--- src/rtl/mux_defs_pkg.sv ---
// Shared definitions for the 8:1 serial mux link (mux and demux sides).
package mux_defs_pkg;
  localparam int WIDTH_DEF = 8;
  localparam int SEL_W_DEF = 3;
  localparam int LAST_SEL  = WIDTH_DEF - 1;

  // Select index of the final position for a given word width.
  function automatic int last_sel(input int width);
    return width - 1;
  endfunction
endpackage

--- src/rtl/demux_deserializer_sel_counter.sv ---
// Mod-WIDTH select counter with sync clear, enable and terminal-count flag.
module sel_counter
  import mux_defs_pkg::*;
#(
  parameter int WIDTH = WIDTH_DEF,
  parameter int SEL_W = SEL_W_DEF
) (
  input  logic             clk,
  input  logic             rst,
  input  logic             sync,
  input  logic             en,
  output logic [SEL_W-1:0] cnt,
  output logic             tc
);
  localparam logic [SEL_W-1:0] LAST = SEL_W'(last_sel(WIDTH));

  assign tc = en && (cnt == LAST);

  // A sync with an enabled bit places that bit at index 0, so count resumes at 1.
  always_ff @(posedge clk) begin
    if (rst)       cnt <= '0;
    else if (sync) cnt <= en ? SEL_W'(1) : '0;
    else if (en)   cnt <= cnt + SEL_W'(1);
  end
endmodule

--- src/rtl/demux_deserializer.sv ---
// Receive side of the 8:1 serial mux link: rebuilds LSB-first words and hands them off.
module demux_deserializer
  import mux_defs_pkg::*;
#(
  parameter int WIDTH = WIDTH_DEF,
  parameter int SEL_W = SEL_W_DEF
) (
  input  logic             clk,
  input  logic             rst,
  input  logic             in_bit,
  input  logic             in_valid,
  input  logic             sync,
  output logic [SEL_W-1:0] s,
  output logic [WIDTH-1:0] o,
  output logic             o_valid,
  input  logic             out_ready,
  output logic             overrun
);
  generate
    if (WIDTH < 2 || (1 << SEL_W) != WIDTH) begin : g_bad_params
      $error("demux_deserializer: WIDTH must be 2**SEL_W and >= 2");
    end
  endgenerate

  logic [SEL_W-1:0] cnt;
  logic             tc;
  logic             done;
  logic [SEL_W-1:0] idx;
  logic [WIDTH-1:0] acc;

  sel_counter #(.WIDTH(WIDTH), .SEL_W(SEL_W)) u_cnt (
    .clk  (clk),
    .rst  (rst),
    .sync (sync),
    .en   (in_valid),
    .cnt  (cnt),
    .tc   (tc)
  );

  assign s    = cnt;
  // Sync outranks the terminal count: the bit restarts a frame instead of closing one.
  assign done = tc && !sync;
  assign idx  = sync ? '0 : cnt;

  always_ff @(posedge clk) begin
    if (rst)           acc      <= '0;
    else if (in_valid) acc[idx] <= in_bit;
  end

  always_ff @(posedge clk) begin
    if (rst) begin
      o       <= '0;
      o_valid <= 1'b0;
      overrun <= 1'b0;
    end else if (done) begin
      o       <= {in_bit, acc[WIDTH-2:0]};
      o_valid <= 1'b1;
      if (o_valid && !out_ready) overrun <= 1'b1;
    end else if (o_valid && out_ready) begin
      o_valid <= 1'b0;
    end
  end
endmodule

--- config.mk ---
export PLATFORM = sky130hd
export DESIGN_NAME = demux_deserializer
export DESIGN_NICKNAME = d
export VERILOG_FILES = /design/src/rtl/mux_defs_pkg.sv /design/src/rtl/demux_deserializer_sel_counter.sv /design/src/rtl/demux_deserializer.sv
export SDC_FILE = /design/constraint.sdc
export NUM_CORES = 1
export LEC_CHECK = 0
export BUFFER_PORTS_ARGS = -buffer_cell sky130_fd_sc_hd__buf_4
export CAP_MARGIN = 20
export CORE_ASPECT_RATIO = 1.75
export CORE_MARGIN = 2
export CORE_UTILIZATION = 30
export DETAILED_ROUTE_END_ITERATION = 8
export GPL_TIMING_DRIVEN = 1
export PLACE_DENSITY_LB_ADDON = 0.3
export SLEW_MARGIN = 5
export SYNTH_ARGS = -nofsm -noshare
export SYNTH_HDL_FRONTEND = slang
export SYNTH_SLANG_ARGS = --single-unit
--- constraint.sdc ---
create_clock -name clk -period 1.8 [get_ports clk]
set_input_delay 0.27 -clock clk [delete_from_list [all_inputs] [get_ports clk]]
set_output_delay 0.27 -clock clk [all_outputs]
set_load 0.05 [all_outputs]
# Yosys cells after proc, flatten, opt, wreduce, memory -nomap -nowiden
# Index checks and enable logic that the tools add are counted.
[op_classes]
n_addsub = 1
magnitude_cmp = 2
eq_ne = 1
mux = 9
n_reduce_logical = 10
[op_table]
columns = ["op", "count"]
rows = [
  ["$mux W3", 3],
  ["$bwmux W8", 1],
  ["$logic_and A1 B1 Y1", 5],
  ["$lt A3 B4 Y1 const B", 1],
  ["$mux W1", 4],
  ["$reduce_bool A2 Y1", 2],
  ["$add A3 B1 Y3 const B", 1],
  ["$demux W1 S3", 1],
  ["$eq A3 B3 Y1 const B", 1],
  ["$ge A3 B1 Y1 const B", 1],
  ["$logic_not A1 Y1", 2],
  ["$reduce_and A2 Y1", 1],
]
[word_totals]
register_bits = 21
in_bits = 6
out_inout_bits = 13
wordCells = 28

# Depth between registers and ports, before layout
# Gate-level depths: netlist of the first run.
[logic_depth]
ltp_word = 6
mapped_depth = 6
depth_no_buf = 5

# Modules after synthesis
# Synthesis of the first run repeated with hierarchy kept, for this count alone.
[hier_totals]
hier_cells = 91
hier_area_um2 = 844.6
[by_module_without_submodules]
columns = ["module", "n_inst", "cells_per_inst", "area_each_um2", "seq_area_each_um2"]
rows = [
  ["demux_deserializer", 1, 77, 694.4, 340.3],
  ["sel_counter", 1, 14, 150.1, 60.1],
]

# Least setup slack after synthesis of the first run
# Ideal clock, no wire load.
[synth_path]
path_type = "register -> register"
startpoint = "reg u_cnt.cnt[1]"
endpoint = "reg overrun"
t_arrival_ps = 1650
path_slack_ps = 86
path_stages_with_launch = 7
period_less_slack_ps = 1714
path_cell_list = "dfxtp_1 ha_1 ha_1 buf_2 nand3b_4 o21ba_2 nor2_1"
[synth_via]
elab_chain_len = 4
[synth_lines]
columns = ["item", "line", "rtl"]
rows = [
  ["start: declaration", "demux_deserializer_sel_counter.sv:12", "output logic [SEL_W-1:0] cnt,"],
  ["start signal: assignment", "demux_deserializer_sel_counter.sv:22", "else if (sync) cnt <= en ? SEL_W'(1) : '0;"],
  ["start signal: assignment", "demux_deserializer_sel_counter.sv:23", "else if (en) cnt <= cnt + SEL_W'(1);"],
  ["$eq A3 B3 Y1", "demux_deserializer_sel_counter.sv:17", "assign tc = en && (cnt == LAST);"],
  ["$logic_and A1 B1 Y1", "demux_deserializer_sel_counter.sv:17", ""],
  ["$logic_and A1 B1 Y1", "demux_deserializer.sv:42", "assign done = tc && !sync;"],
  ["$reduce_and A2 Y1 (no line)", "n/a", ""],
  ["end signal: assignment", "demux_deserializer.sv:54", "overrun <= 1'b0;"],
  ["end signal: assignment", "demux_deserializer.sv:58", "if (o_valid && !out_ready) overrun <= 1'b1;"],
  ["end: declaration", "demux_deserializer.sv:17", "output logic overrun"],
]
# Every way passes these cells.
# A chain may end at the register's enable or synchronous reset.

# Final worst setup path of the first run
[layout_path]
startpoint = "reg u_cnt.cnt[0]"
endpoint = "reg overrun"
# The elaborated chain is that of the path after synthesis.

==> impl_metrics.yaml, run 1 <==
status:
  run_status: "finished, final reports clean"
timing:
  rsz0062_at_grt: "no"
  setup_viol: 0
  slew_headroom_pct: 80.7
  finalClockSkew_ns: 0.000515
  tightest_slew_ns: 0.290
  period_minus_slack_ns: 1.33
  fmax_mhz: 752
  finalHoldViolations: 0
  drv_slew: 0
  final.period_utilization_pct: 73.9
  setup-tns-final_ns: 0
die:
  io_pins: 19
  initial_utilization_pct: 31.6
  core-area_um2: 2720
  die_y_um: 74.9
  num_rows: 25
  die_area_um2: 3330
  die_w_um: 44.5
power:
  power_mw: 0.793
  power_leakage_nw: 0.463
  irDropWorstVdd_mv: 0.612
  p_per_area_nw_per_um2: 761
route:
  firstDrtPassIters: 4
  drc: 0
  via_count: 666
  routed_wl_um: 1630
  wl_per_cell_um: 12.3
  via_per_inst: 5.01
  ant_nets: 0
  drt_iter0_markers: 18
placement:
  placed_area_um2: 1000
  gp_congestion: 0.728
  placedCellCount: 130
  port_buffers: 18
  hpwl_um: 1210
layout:
  most-common-layout-cells: "dfxtp_1, buf_4, nand3_1"
  design_area_um2: 1040
  n_fill_cell: 275
  syn2layout_area_growth_pct: 21.1
  layout_commonest_cell: "dfxtp_1"
  final_core_util_pct: 38.3
  finalNonFillerCells: 133
  drive_gt1_share_pct: 23.6
  n_antenna_cell: 0
  layout.nets: 116
setup_path:
  critPathLaunchType: "flop"
  critPathTopFamily: "flip-flops"
  worstSetupPathType: "reg2reg"
  path_buf_inv: 0
  slowest_stage: "dfxtp_1"
  required_ns: 1.99
  cpPeakStageDelay_ns: 0.44
  endpoint_kind: "flop"
  cp_max_fo: 10
  cp_common_cell: "ha_1"
  crit_chain: "ha_1 -> ha_1 -> nand3b_4 -> o21ba_2 -> nor2_1"
  crit_arrival_ns: 1.52
cts:
  cts-htree-levels: 1
  clk_pin_slew_ns: 0.07
  cts_setup_buffers: 0
  cts.sinks: 20
  worstSkewPairLatency_ns: 0.25
  cts_resized: 0
  postCtsHoldBufs: 0
  cts_buffer_depth: 2
  cts_root_buf: "clkbuf_8"
  numCtsBuffers: 3
  cts_tree: "yes"
synthesis:
  syn_inst: 89
  syn-num-nets: 97
  ys_seq_elements: 20
  synth.distinct_cells: 19
  seq_area_frac_synth_pct: 46.5
  yosys_warnings: 0
  netlist_area_um2: 861
  syn_area_per_cell_um2: 9.67
global_route:
  grtUsageTotal_pct: 11.5
  grt_pass1_vias: 661
  grt_pass1_wl_um: 2800
  antenna_found_initial: 0
  grt_max_degree: 22
  overflow: 0
job:
  maxCapViolCount: 0
min_path:
  hp-class: "in2reg"
-- layer usage --
layer / up-vias / track usage, % / part of all wire [%] / routed length [um]
met3: 2 / 1.68 / 4.8 / 78
met2: 17 / 20.0 / 54 / 889
met5: - / 0 / 0 / 0
met1: 306 / 12.2 / 39 / 639
met4: 0 / 8.08 / 1.5 / 24
li1: 341 / - / - / -
-- logic make-up (layout without fill, tap and decap cells) --
logic type / count (synthesis) / count (layout) / synth area share [%]
flip-flops: 20 / 20 / 46.5
AND/OR/NAND/NOR: 41 / 41 / 27.6
multiplexers: 9 / 9 / 10.5
buffers and inverters: 5 / 22 / 4.21
XOR/XNOR: 1 / 1 / 1.02
adder cells (fa/ha/maj): 2 / 2 / 2.91
AO/OA/AOI/OAI: 11 / 11 / 7.27
-- stage by stage --
step	hold WS [ns]	setup WS [ns]
4_1_cts	0.259	0.452
6_report	0.260	0.470
5_1_grt	0.271	0.337
3_3_place_gp	0.448	0.533
2_1_floorplan	0.349	0.0859
3_5_place_dp	0.452	0.467
-- path summary, 6_finish.rpt --
path	cells after the start	startpoint	end	slack, ns
max	5	u_cnt.cnt[0]	overrun	0.47
min	2	sync	u_cnt.cnt[2]	0.26
max reg2reg	5	u_cnt.cnt[0]	overrun	0.47
min reg2reg	2	o[1]	o[1]	0.46
-- flip-flops by register name, summed over array words and instances (netlist names) --
signal	cells
acc	7
o	8
o_valid	1
overrun	1
u_cnt.cnt	3
-- final cells by class --
type	instances	area [um^2]	area share, %
flip-flops and latches	20	400	38.4
multi-input cells	64	424	40.7
repair buffers	19	143	13.7
clock buffers	3	41.3	3.96
well taps	27	33.8	3.24
-- power breakdown --
| part | switching [mW] | internal (mW) | leakage (nW) |
|---|---|---|---|
| Clock | 0.132 | 0.149 | 0.0216 |
| Combinational | 0.0356 | 0.0248 | 0.280 |
| Sequential | 0.00523 | 0.447 | 0.162 |
| Total | 0.173 | 0.621 | 0.463 |
-- synthesized netlist by cell type --
cell type | n | share of area (%)
nand3_1 | 14 | 8.1
nor3_1 | 2 | 1.2
dfxtp_1 | 20 | 47
mux2i_1 | 9 | 10
nand2b_1 | 10 | 7.3
nand4b_1 | 1 | 1.0
clkbuf_1 | 1 | 0.44
nor2_1 | 2 | 0.87
nand2_1 | 8 | 3.5
ha_1 | 2 | 2.9
buf_6 | 2 | 2.6
o21ba_2 | 1 | 1.2
o21bai_1 | 1 | 0.87
nand3b_4 | 1 | 2.3
nor3b_1 | 2 | 1.7
a21oi_1 | 9 | 5.2
xor2_1 | 1 | 1.0
buf_2 | 2 | 1.2
nor2b_4 | 1 | 1.6
Power figures use the tool's default switching activity.
==> inputs of run 2 (changes only) <==
--- a/config.mk
+++ b/config.mk
@@ -5,6 +5,7 @@
 export SDC_FILE = /design/constraint.sdc
 export NUM_CORES = 1
 export LEC_CHECK = 0
+export ABC_AREA = 1
 export BUFFER_PORTS_ARGS = -buffer_cell sky130_fd_sc_hd__buf_4
 export CAP_MARGIN = 20
 export CORE_ASPECT_RATIO = 1.75
==> constraint.sdc (replaced) <==
create_clock -name clk -period 1.3 [get_ports clk]
set_input_delay 0.195 -clock clk [delete_from_list [all_inputs] [get_ports clk]]
set_output_delay 0.195 -clock clk [all_outputs]
set_load 0.05 [all_outputs]
==> run 2 against run 1 <==
- combinational power grew 61%
- clock skew is essentially flat
- largest power group unchanged
- final cell count grew 23%
==> impl_metrics.yaml, run 2 <==
status:
  run_status: "finished, final reports clean"
power:
  irDropWorstVdd_mv: 0.703
  power_mw: 1.13
  power_leakage_nw: 0.461
  p_per_area_nw_per_um2: 1030
synthesis:
  synth_area_leaders: "dfxtp_1, nor2_1, nand2_1"
  ys_seq_elements: 20
  syn-num-nets: 118
  synth_top_area_cell: "dfxtp_1"
  syn_area_per_cell_um2: 7.43
  synth_common_cells: "nor2_1, dfxtp_1, nand2_1"
  synth-main-ff-cell: "dfxtp_1"
  synth.most_common_cell: "nor2_1"
  synth_top_area_share_pct: 49.0
  async_reset_ff_share_pct: 0
  seq_area_frac_synth_pct: 49.0
  yosys_warnings: 0
  netlist_area_um2: 817
  syn_inst: 110
  synth.distinct_cells: 12
  synth_edf_count: 0
layout:
  most-common-layout-cells: "nor2_1, buf_4, dfxtp_1"
  regMostFlops: "o"
  final_core_util_pct: 41.1
  layout.nets: 145
  reg_top3: "o: 8 flops, acc: 7 flops, u_cnt.cnt: 3 flops"
  layout_commonest_cell: "nor2_1"
  regArea_um2: 409
  largest_register_ffs: 8
  n_fill_cell: 285
  drive_gt1_share_pct: 26.5
  multi_input_area_um2: 414
  syn2layout_area_growth_pct: 33.8
  n_antenna_cell: 0
route:
  routed_wl_um: 1840
  firstDrtPassIters: 4
  wl_per_cell_um: 11.3
  drc: 0
  via_count: 779
  via_per_inst: 4.78
  ant_nets: 0
  drt_iter0_markers: 11
die:
  core-area_um2: 2660
  die_w_um: 43.5
  num_rows: 25
  die_area_um2: 3170
  die_y_um: 73.0
  io_pins: 19
  initial_utilization_pct: 30.7
global_route:
  antenna_found_initial: 0
  grt_pass1_vias: 693
  overflow: 0
  grt_max_degree: 16
  grtUsageTotal_pct: 12.4
  grt_pass1_wl_um: 2900
timing:
  period_minus_slack_ns: 1.23
  final.period_utilization_pct: 94.5
  finalClockSkew_ns: 0.000790
  drv_slew: 0
  fmax_mhz: 814
  tightest_slew_ns: 0.399
  fin_ws_ns: 0.0709
  slew_headroom_pct: 73.4
  finalHoldViolations: 0
  rsz0062_at_grt: "yes"
  setup_viol: 0
cts:
  cts_buffer_depth: 2
  cts_setup_buffers: 0
  numCtsBuffers: 3
  cts_tree: "yes"
  cts-htree-levels: 1
  clk_pin_slew_ns: 0.07
  cts.sinks: 20
  cts_root_buf: "clkbuf_8"
  postCtsHoldBufs: 0
  worstSkewPairLatency_ns: 0.26
setup_path:
  critPathLaunchType: "flop"
  crit_chain: "ha_2 -> ha_4 -> nand2_2 -> nor2_4 -> o21ai_0 -> a21oi_1"
  slowest_stage: "dfxtp_4"
  r2r-end: "o[7]"
  endpoint_kind: "flop"
  path_buf_inv: 0
  reg2reg_depth: 6
  crit_arrival_ns: 1.42
  worstSetupPathType: "reg2reg"
  cpPeakStageDelay_ns: 0.34
  cp_max_fo: 5
  rr_startpoint: "u_cnt.cnt[0]"
  critPathTopFamily: "adder cells"
  rrSetupSlack_ns: 0.07
  required_ns: 1.50
  timing.critical_path.from: "u_cnt.cnt[0]"
placement:
  gp_congestion: 0.772
  hpwl_um: 1340
  port_buffers: 18
  pre_cts_ws_ns: -0.0529
min_path:
  holdPathStages: 2
  hp-class: "in2reg"
  hold_end: "u_cnt.cnt[1]"
  min-delay-start: "rst"
job:
  maxCapViolCount: 0
[run 2: cell count changes in the layout (fill, tap and decap cells not counted), sizes merged, moves of 3 or more]
| cell | change |
|---|---|
| nor2 | +33 |
| inv | +7 |
| nand2b | -10 |
| buf | +3 |
| mux2i | -9 |
| o21ai | +9 |
| nand3 | -3 |
| nand2 | +7 |
[run 2: repair_timing]
item	CTS	global route
resized for setup	1	8
gates cloned	0	1
pin swaps	0	2
setup endpoints to repair	8	8
[run 2: how the worst max path moves through the flow]
stage / to / slack, ns / cells after the start
after floorplan: o[0] / 0.02 / 5
after global placement: o[1] / 0.02 / 5
after detailed placement: o[1] / -0.05 / 5
after CTS: o[7] / 0.03 / 6
after global routing: o[2] / -0.03 / 5
final: o[7] / 0.07 / 6
[run 2: per-layer routing]
metal  up-vias  share of wire, %  global-route usage, %
li1        411                 -                      -
met4         0               3.4                   9.09
met5         -                 0                      0
met3         5               3.0                   2.23
met1       347                40                   13.1
met2        16                53                   21.4
[run 2: stage by stage]
step | instance area, um^2 | hold slack [ns] | setup TNS (ns) | std cells
after floorplan | 826 | 0.254 | 0 | 110
after CTS | 1070 | 0.125 | 0 | 162
after global placement | 1020 | 0.398 | 0 | 158
after detailed placement | 1020 | 0.403 | -0.126 | 158
after global routing | 1090 | 0.141 | -0.0669 | 163
final | 1090 | 0.124 | 0 | 163
[run 2: layout make-up]
class	instances	share of cell area, %
clock inverter	1	0.343
timing repair buffer	22	15.1
clock buffer	3	3.78
multi-input combinational	83	37.9
tap	27	3.09
inverter	7	2.40
sequential	20	37.4
[run 2: power by group]
part	internal, mW	switching [mW]
logic	0.0357	0.0613
registers	0.617	0.00383
clock network	0.211	0.202
[run 2: cell families after synthesis]
| logic type | synth area share (%) |
|---|---|
| simple gates | 30.2 |
| compound gates | 13.9 |
| flops | 49.0 |
| fa+ha+maj | 3.06 |
| buf+inv | 3.83 |
==> inputs of run 3 (changes only) <==
--- a/config.mk
+++ b/config.mk
@@ -9,10 +9,10 @@
 export BUFFER_PORTS_ARGS = -buffer_cell sky130_fd_sc_hd__buf_4
 export CAP_MARGIN = 20
 export CORE_ASPECT_RATIO = 1.75
-export CORE_MARGIN = 2
 export CORE_UTILIZATION = 30
 export DETAILED_ROUTE_END_ITERATION = 8
 export GPL_TIMING_DRIVEN = 1
+export HOLD_SLACK_MARGIN = 0.08
 export PLACE_DENSITY_LB_ADDON = 0.3
 export SLEW_MARGIN = 5
 export SYNTH_ARGS = -nofsm -noshare
==> constraint.sdc (replaced) <==
create_clock -name clk -period 1.3 [get_ports clk]
set_input_delay 0 -clock clk [delete_from_list [all_inputs] [get_ports clk]]
set_output_delay 0 -clock clk [all_outputs]
set_load 0.05 [all_outputs]
==> run 3 against run 2 <==
- utilization increased by 4.8 points
- register-to-register slack about the same
- clock skew increased by 0.0058 ns
- power increased by 0.49%
- die area decreased by 7.2%
- critical path type unchanged
- largest cell class unchanged
==> impl_metrics.yaml, run 3 (synthesis gave the netlist of run 2 again) <==
status:
  run_status: "finished, final reports clean"
route:
  routed_wl_um: 1970
  via_count: 809
  firstDrtPassIters: 6
  drc: 0
  wl_per_cell_um: 11.9
  ant_nets: 0
  via_per_inst: 4.87
  drt_iter0_markers: 26
setup_path:
  endpoint_kind: "flop"
  critPathLaunchType: "flop"
  required_ns: 1.48
  cp_max_fo: 5
  crit_arrival_ns: 1.41
  worstSetupPathType: "reg2reg"
  reg2reg_depth: 6
power:
  power_leakage_nw: 0.487
  combPwrFrac_pct: 9.9
  intPower_mw: 0.872
  power_mw: 1.14
  switching_share_pct: 23.2
  p_per_area_nw_per_um2: 982
  p_sw_mw: 0.264
  p_seq_share_pct: 54.8
  clkPwrFrac_pct: 35.3
  irDropWorstVdd_mv: 0.642
layout:
  regMostFlops: "o"
  reg_top3: "o: 8 flops, acc: 7 flops, u_cnt.cnt: 3 flops"
  largest_register_ffs: 8
  layout.nets: 149
  n_antenna_cell: 0
  final_core_util_pct: 45.9
  drive_gt1_share_pct: 25.7
  syn2layout_area_growth_pct: 41.7
  layout_commonest_cell: "nor2_1"
  most-common-layout-cells: "nor2_1, buf_4, dfxtp_1"
timing:
  rsz0062_at_grt: "no"
  slew_headroom_pct: 72.1
  finalClockSkew_ns: 0.00664
  finalHoldViolations: 0
  setup_viol: 0
  period_minus_slack_ns: 1.22
  drv_slew: 0
  setup-tns-final_ns: 0
  final.period_utilization_pct: 94.1
  tightest_slew_ns: 0.418
  fmax_mhz: 817
die:
  die_w_um: 41.5
  core-area_um2: 2520
  die_y_um: 71.0
  io_pins: 19
  num_rows: 24
  initial_utilization_pct: 32.4
  die_area_um2: 2940
cts:
  clk_pin_slew_ns: 0.07
  cts.sinks: 20
  cts_buffer_depth: 2
  cts-htree-levels: 1
  worstSkewPairLatency_ns: 0.26
  numCtsBuffers: 3
  cts_setup_buffers: 0
  cts_root_buf: "clkbuf_8"
  cts_tree: "yes"
global_route:
  overflow: 0
  grt_pass1_wl_um: 3190
  grtUsageTotal_pct: 13.5
  grt_max_degree: 16
  grt_pass1_vias: 792
  antenna_found_initial: 0
job:
  maxCapViolCount: 0
placement:
  hpwl_um: 1340
  gp_congestion: 0.768
  port_buffers: 18
min_path:
  hp-class: "in2reg"
  holdPathStages: 3
-- run 3: timing repair --
action | 4_1_cts | 5_1_grt
hold buffers | 4 | 0
endpoints found under the setup margin | 0 | 11
gates resized for setup | 0 | 13
endpoints found under the hold margin | 5 | 0
-- run 3: per-layer routing --
metal	wire length, um	vias up	global-route usage (%)
li1	-	417	-
met1	741	361	13.6
met2	1130	25	26.0
met3	54	6	1.28
met4	43	0	7.17
met5	0	-	0
-- run 3: worst max-delay path: stages, from the launching register on --
cell and delay [ns]:
dfxtp_4 0.37, ha_4 0.14, ha_4 0.16, nand2_4 0.07, nor2_4 0.18, o21ai_0 0.09, a21oi_1 0.13
-- run 3: through the flow --
stage / setup slack [ns] / area [um^2] / std cells / hold WS [ns]
floorplan: 0.0197 / 826 / 110 / 0.0594
global placement: 0.0515 / 1020 / 157 / 0.205
detailed placement: 0.0137 / 1020 / 157 / 0.212
CTS: 0.000332 / 1100 / 165 / 0.157
global route: 0.0149 / 1160 / 166 / 0.164
finish: 0.0765 / 1160 / 166 / 0.149
-- run 3: path summary, 6_finish.rpt --
path | startpoint | to | slack, ns
worst max-delay path | u_cnt.cnt[0] | o[7] | 0.08
worst min register to register | overrun | overrun | 0.48
worst min-delay path | in_bit | o[7] | 0.15
worst max register to register | u_cnt.cnt[0] | o[7] | 0.08
-- run 3: power by group through the flow --
stage	Combinational (mW)	Sequential [mW]	Clock (mW)
global placement	0.0934	0.634	0
detailed placement	0.0949	0.635	0
finish	0.113	0.623	0.401
CTS	0.104	0.620	0.407
global route	0.125	0.623	0.434
floorplan	0.0436	0.648	0
-- run 3: layout make-up --
type	count	area [um^2]
sequential	20	409
fill	267	1370
timing repair buffer	26	205
multi-input combinational	83	437
clock inverter	1	3.75
inverter	7	28.8
clock buffer	3	41.3
tap	26	32.5
